File: src/rtl/mem_port_arbiter_if.sv
// Requester-side handshake and grant signals of the shared memory port arbiter.
// The arbiter uses the slave modport; the requester/resource side uses master.
interface mem_port_arbiter_if;
  logic [3:0] req;
  logic       done;
  logic [3:0] gnt;
  logic [1:0] sel;
  logic       busy;
  logic       timeout;

  modport master (
    output req,
    output done,
    input  gnt,
    input  sel,
    input  busy,
    input  timeout
  );

  modport slave (
    input  req,
    input  done,
    output gnt,
    output sel,
    output busy,
    output timeout
  );
endinterface

File: src/rtl/mem_port_arbiter.sv
// Four-way round-robin arbiter for a shared memory port: one grant at a time,
// no preemption, a one-cycle release gap and an optional hold-time limit.
module mem_port_arbiter #(
  parameter int unsigned MAX_HOLD = 16
) (
  input logic                clk,
  input logic                rst,
  mem_port_arbiter_if.slave  bus
);

  localparam int unsigned    CntW     = (MAX_HOLD == 0) ? 1 : $clog2(MAX_HOLD + 1);
  localparam logic [CntW-1:0] HoldLast = CntW'(MAX_HOLD - 1);

  typedef enum logic [1:0] {StIdle, StGrant, StRelease} state_e;

  state_e          state_q, state_d;
  logic [1:0]      ptr_q, ptr_d;
  logic [1:0]      sel_q, sel_d;
  logic [3:0]      gnt_q, gnt_d;
  logic [CntW-1:0] hold_q, hold_d;
  logic            timeout_q, timeout_d;

  logic       found;
  logic [1:0] winner;
  logic [1:0] idx;
  logic       hit_limit;
  logic       aborted;

  // Rotating priority scan starting at ptr_q.
  always_comb begin
    found  = 1'b0;
    winner = ptr_q;
    idx    = '0;
    for (int k = 0; k < 4; k++) begin
      idx = ptr_q + 2'(k);
      if (!found && bus.req[idx]) begin
        found  = 1'b1;
        winner = idx;
      end
    end
  end

  assign hit_limit = (MAX_HOLD != 0) && (hold_q == HoldLast);
  assign aborted   = !bus.req[sel_q];

  always_comb begin
    state_d   = state_q;
    ptr_d     = ptr_q;
    sel_d     = sel_q;
    gnt_d     = gnt_q;
    hold_d    = hold_q;
    timeout_d = 1'b0;
    unique case (state_q)
      StIdle: begin
        if (found) begin
          state_d = StGrant;
          gnt_d   = 4'b0001 << winner;
          sel_d   = winner;
          hold_d  = '0;
        end else begin
          gnt_d = '0;
        end
      end
      StGrant: begin
        if (bus.done || aborted || hit_limit) begin
          state_d   = StRelease;
          gnt_d     = '0;
          ptr_d     = sel_q + 2'd1;
          // Only a pure hold-limit release is reported as a timeout.
          timeout_d = hit_limit && !bus.done && !aborted;
        end else if (hold_q != '1) begin
          hold_d = hold_q + CntW'(1);
        end
      end
      StRelease: begin
        state_d = StIdle;
        gnt_d   = '0;
      end
      default: begin
        state_d = StIdle;
        gnt_d   = '0;
      end
    endcase
  end

  always_ff @(posedge clk) begin
    if (rst) begin
      state_q   <= StIdle;
      ptr_q     <= '0;
      sel_q     <= '0;
      gnt_q     <= '0;
      hold_q    <= '0;
      timeout_q <= 1'b0;
    end else begin
      state_q   <= state_d;
      ptr_q     <= ptr_d;
      sel_q     <= sel_d;
      gnt_q     <= gnt_d;
      hold_q    <= hold_d;
      timeout_q <= timeout_d;
    end
  end

  assign bus.gnt     = gnt_q;
  assign bus.sel     = sel_q;
  assign bus.busy    = (state_q != StIdle);
  assign bus.timeout = timeout_q;

endmodule
File: src/flat_wrapper.sv
// flat-port wrapper written by rule: the top's interface ports become plain ports
module mem_port_arbiter_flat 
#(
  parameter int unsigned MAX_HOLD = 16
)
  (clk, rst, bus_req, bus_done, bus_gnt, bus_sel, bus_busy, bus_timeout);
  mem_port_arbiter_if bus_i ();
  input logic clk;
  input logic rst;
  input wire logic [$bits(bus_i.req)-1:0] bus_req;
  input wire logic [$bits(bus_i.done)-1:0] bus_done;
  output wire logic [$bits(bus_i.gnt)-1:0] bus_gnt;
  output wire logic [$bits(bus_i.sel)-1:0] bus_sel;
  output wire logic [$bits(bus_i.busy)-1:0] bus_busy;
  output wire logic [$bits(bus_i.timeout)-1:0] bus_timeout;
  assign bus_i.req = bus_req;
  assign bus_i.done = bus_done;
  assign bus_gnt = bus_i.gnt;
  assign bus_sel = bus_i.sel;
  assign bus_busy = bus_i.busy;
  assign bus_timeout = bus_i.timeout;
  mem_port_arbiter #(.MAX_HOLD(MAX_HOLD)) u_core (.clk(clk), .rst(rst), .bus(bus_i));
endmodule
File: config.mk
export PLATFORM = sky130hd
export DESIGN_NAME = mem_port_arbiter_flat
export DESIGN_NICKNAME = d
export VERILOG_FILES = /design/src/rtl/mem_port_arbiter_if.sv /design/src/rtl/mem_port_arbiter.sv /design/src/flat_wrapper.sv
export SDC_FILE = /design/constraint.sdc
export NUM_CORES = 1
export LEC_CHECK = 0
export CAP_MARGIN = 10
export CORE_UTILIZATION = 48
export CTS_CLUSTER_DIAMETER = 50
export DETAILED_ROUTE_END_ITERATION = 7
export PLACE_DENSITY = 0.83
export SLEW_MARGIN = 20
export SYNTH_ARGS = -nofsm -noshare
export SYNTH_HDL_FRONTEND = slang
export SYNTH_SLANG_ARGS = --single-unit
File: constraint.sdc
create_clock -name clk -period 4.3 [get_ports clk]
set_clock_uncertainty 0.05 [all_clocks]
set_input_delay 0.43 -clock clk [delete_from_list [all_inputs] [get_ports clk]]
set_output_delay 0.43 -clock clk [all_outputs]
set_load 0.1 [all_outputs]
### Yosys cells after proc, flatten, opt, wreduce, memory -nomap -nowiden

Index checks and enable logic that the tools add are counted.

* add/sub/neg operators: 5
* magnitude comparators: 5
* equal/unequal tests: 7
* shift operators: 1
* muxes and demuxes: 27
* bitwise gates (word level): 2
* reductions and logical operators: 20

Operators by type and width (count)
* < comparator 2 x 3 -> 1 bit (second input constant): 5
* 2-to-1 mux 5 bit: 3
* binary-select mux 1 bit (select 2 bit): 5
* 2-to-1 mux 2 bit: 5
* case mux 5 bit (2 select lines): 1
* 2-to-1 mux 1 bit: 9
* 2-to-1 mux 4 bit: 2
* case mux 4 bit (2 select lines): 1
* != test 2 x 1 -> 1 bit (second input constant): 3
* AND reduction 2 bit: 3
* adder 5 x 1 -> 5 bit (second input constant): 1
* equality test 5 x 4 -> 1 bit (second input constant): 1
* logical AND 1 bit: 5
* zero test 1 bit: 5
* != test 5 bit (second input constant): 1
* adder 2 x 1 -> 2 bit (second input constant): 2
* adder 2 bit (second input constant): 2
* case mux 2 bit (2 select lines): 1
* AND reduction 4 bit: 1
* nonzero test 2 bit: 2
* << shifter 1 x 2 -> 4 bit (first input constant): 1
* OR reduction 3 bit: 1
* equality test 2 x 1 -> 1 bit (second input constant): 1
* zero test 2 bit: 1
* 3 further kinds: 5

* register bits after elaboration: 16
* logic and storage cells: 73

### Logic depth before layout (Yosys ltp)

* word-level depth: 15
* gate-level depth with buffers: 8
* depth with buffers taken out: 8

### Worst setup path after synthesis

OpenSTA, ideal clock, no wires.

* path type: reg-to-reg
* start point: reg u_core.sel_q[1], in the netlist u_core.bus.sel[1]
* end point: reg u_core.hold_q[4]
* arrival time: 2186 ps
* data required time: 4187 ps
* path slack: 2001 ps
* stages on the path, launching flop included: 6
* period minus slack after synthesis: 2299 ps
* path through: dfxtp_1 -> nor3b_4 -> a22oi_4 -> nor3_2 -> mux2_2 -> nor2_2

* longest elaborated chain between the ends: 7

Ends and longest elaborated chain
* from (decl): line mem_port_arbiter.sv:18 `logic [1:0] sel_q, sel_d;`
* from (signal assigned): line mem_port_arbiter.sv:97 `sel_q <= sel_d;`
* binary-select mux 1 bit (select 2 bit): line mem_port_arbiter.sv:44 `assign aborted = !bus.req[sel_q];`
* 2-to-1 mux 1 bit (not written as such): line mem_port_arbiter.sv:44
* zero test 1 bit: line mem_port_arbiter.sv:44
* logical OR 1 bit (2 in series): line mem_port_arbiter.sv:65 `if (bus.done || aborted || hit_limit) begin`
* != test 2 bit (no source line)
* AND reduction 4 bit (no source line)
* to (signal assigned): line mem_port_arbiter.sv:99 `hold_q <= hold_d;`
* to (decl): line mem_port_arbiter.sv:20 `logic [CntW-1:0] hold_q, hold_d;`

Every way passes these cells. The select of a mux whose other input is x is not followed.
A chain may end at the register's enable or synchronous reset.

### Final worst setup path

* start point: reg u_core.sel_q[1], in the netlist u_core.bus.sel[1]
* end point: out bus_sel[1]

RTL lines
* to (decl): line flat_wrapper.sv:13 `output wire logic [$bits(bus_i.sel)-1:0] bus_sel;`

No word-level cell between the ends.

==> results.py <==
metrics = {
    "yosys": {
        "yosys.area.top_type": "dfxtp_1",
        "synth_top_area_share": 0.348,
        "async_reset_ff_frac": 0,
        "syn_inst": 98,
        "synth_nets": 108,
        "synth-edff-count": 0,
        "netlist-cell-type-count": 40,
        "synth_top_flop_cell": "dfxtp_1",
        "netlist_area_sq_um": 921,
        "yosysSeqAreaShare": 0.348,
        "yosys-top-cells-area": "dfxtp_1, nor2_1, ha_1, nand2b_1, a21oi_1",
        "avgSynthCellArea_sq_um": 9.40,
        "yosys_warnings": 0,
        "ys_ff_latch": 16,
    },
    "timing": {
        "period_share": 0.571,
        "rsz0062_at_grt": "no",
        "drv_slew": 0,
        "slew_headroom": 0.347,
        "hold_viol": 0,
        "setup_viol": 0,
        "setup_tns_ps": 0,
        "max_slew.worst_pin.slew_ps": 976,
        "period_minus_slack_ps": 2460,
        "max_freq_mhz": 407,
    },
    "placement": {
        "dpl_cell_area_sq_mm": 0.00108,
        "dp_hpwl_um": 1420,
        "io_buffers": 14,
        "gp_congestion": 0.820,
    },
    "die": {
        "core_area_sq_mm": 0.00176,
        "start_util": 0.522,
        "ioPinCount": 15,
        "die-area_sq_mm": 0.00210,
        "die_w_um": 45.8,
        "rows": 15,
        "die_y_um": 45.8,
    },
    "cts": {
        "post-cts-setup-buffer-count": 0,
        "cts_hold_buf": 0,
        "clkTransAtPathRegs_ps": 90,
        "cts_buffer_depth": 2,
        "post_cts_resized": 0,
        "h-tree-depth": 1,
        "clock-root-buffer": "clkbuf_4",
        "clock-sinks": 16,
        "clk_latency_ps": 280,
        "numCtsBuffers": 3,
        "cts_tree": "yes",
    },
    "pwr": {
        "p_seq_frac": 0.436,
        "p_leak_nw": 0.382,
        "combPwrFrac": 0.368,
        "internal-power_uw": 237,
        "p_switching_uw": 154,
        "swShare": 0.394,
        "p_total_uw": 392,
        "power_per_cell_area_mw_per_mm2": 356,
        "clockPowerShare": 0.196,
        "peakVddDrop_uv": 238,
    },
    "route": {
        "via_count": 754,
        "dr.first_iter.drc_count": 16,
        "drt-total-wl_um": 1930,
        "remaining_drc_errors": 0,
        "antenna_left": 0,
        "routedWlPerCell_um": 14.0,
        "dr.pass1.iters": 4,
        "vias_per_cell": 5.46,
    },
    "final_layout": {
        "final_common_cell": "dfxtp_1",
        "nets": 125,
        "final_cell_mix": "dfxtp_1, clkdlybuf4s50_1, nor2_1",
        "drive_gt1_frac": 0.168,
        "diodes": 0,
        "postLayoutCellArea_sq_mm": 0.00110,
        "area_growth_pct": 19.4,
    },
    "global_route": {
        "grt_usage": 0.211,
        "grt.overflow.total": 0,
        "grt_pass1_vias": 757,
        "grt_max_degree": 16,
        "grt_first_pass_wirelength_um": 3120,
        "antenna_found_initial": 0,
    },
    "worst_hold_path": {
        "hold_path_class": "register to register",
        "min-delay-start": "u_core.bus.gnt[2]",
        "hold_end": "u_core.bus.gnt[2]",
        "hold_depth": 1,
    },
    "worst_setup_path": {
        "slowest_stage": "clkdlybuf4s50_1",
        "reg2regPathDepth": 8,
        "worstPathMaxFanout": 7,
        "crit_type": "register to primary output",
        "crit-reg2reg-launch": "u_core.hold_q[0]",
        "critPathTopFamily": "buffers and inverters",
        "crit_path_end_kind": "primary output",
        "regToRegSetupSlack_ps": 2000,
        "cp.arrival_ps": 1980,
        "path_cells": "clkdlybuf4s50_1",
        "cp_slowest_stage_delay_ps": 1190,
        "start_kind": "register",
        "cp_data_required_time_ps": 3820,
        "r2r-end": "u_core.hold_q[4]",
        "crit_buf_inv": 1,
    },
    "job": {
        "cap_violations": 0,
    },
    "outcome": {
        "status": "finished, final reports clean",
    },
}
[final cells by class]
| type | instances | area (sq um) |
|---|---|---|
| Multi-Input combinational cell | 77 | 574 |
| Fill cell | 157 | 664 |
| Tap cell | 25 | 31.3 |
| Timing Repair Buffer | 14 | 140 |
| Sequential cell | 16 | 320 |
| Inverter | 3 | 11.3 |
| Clock buffer | 3 | 22.5 |
[sequential cells by signal, indices dropped and copies added (netlist names)]
name	flops
u_core.state_q	2
u_core.bus.timeout	1
u_core.bus.gnt	4
u_core.hold_q	5
u_core.bus.sel	2
u_core.ptr_q	2
[worst max-delay path by stage]
stage                 startpoint          endpoint  slack (ps)  cells after the start
3_3_place_gp          bus_req[0]  u_core.hold_q[4]        2130                      6
6_report       u_core.bus.sel[1]        bus_sel[1]        1840                      1
5_1_grt        u_core.state_q[0]          bus_busy        1810                      2
2_1_floorplan  u_core.bus.sel[1]  u_core.hold_q[4]        2000                      5
3_5_place_dp    u_core.hold_q[0]  u_core.hold_q[4]        2050                      8
4_1_cts        u_core.bus.sel[1]        bus_sel[1]        1850                      1
[power groups by stage]
stage | registers [mW] | logic (mW) | clock network, mW
3_5_place_dp | 0.174 | 0.143 | 0
5_1_grt | 0.172 | 0.154 | 0.0829
2_1_floorplan | 0.210 | 0.0753 | 0
4_1_cts | 0.170 | 0.144 | 0.0781
6_report | 0.171 | 0.144 | 0.0767
3_3_place_gp | 0.173 | 0.140 | 0
[worst reg2reg max path, cell delays in order (launching register included)]
cell and delay (ps):
dfxtp_1 360, ha_1 240, and3_1 210, ha_1 240, nor3_2 310, a22oi_4 140, nor3_2 240, mux2_2 370
nor2_2 90
[per-stage QoR]
step / worst slack, ps / instances / hold slack (ps) / utilization
after floorplan: 2000 / 98 / 427 / -
after global placement: 2130 / 135 / 398 / 0.611
after detailed placement: 2050 / 135 / 400 / 0.611
after CTS: 1850 / 138 / 422 / 0.623
after global routing: 1810 / 138 / 445 / 0.623
final: 1840 / 138 / 416 / 0.623
[Yosys cell counts (all sizes together) (2+ instances only)]
cell type  count
a211oi         3
a21oi          7
a22oi          2
dfxtp         16
ha             3
inv            3
mux2           3
nand2          4
nand2b         7
nor2          14
nor2b          3
nor3           4
nor4           3
o21a           2
o21ai          4
o2bb2ai        2
or2            3
xnor2          3
[cells by family (layout without fill, tap and decap cells)]
logic type / after synthesis / after routing / share of synthesized area
flops: 16 / 16 / 0.348
fa+ha+maj: 3 / 3 / 0.0408
simple gates: 46 / 46 / 0.330
buf+inv: 5 / 20 / 0.0285
xor+xnor: 3 / 3 / 0.0285
compound gates: 21 / 21 / 0.173
mux: 4 / 4 / 0.0516
[per-layer routing]
metal,wire [um],up-vias,share of wire,global-route usage
met4,32,0,0.017,0.124
met5,0,-,0,0
met2,958,22,0.50,0.383
met1,859,347,0.45,0.231
met3,75,5,0.039,0.0278
li1,-,380,-,-
No activity file was read; power rests on OpenSTA's default activity.
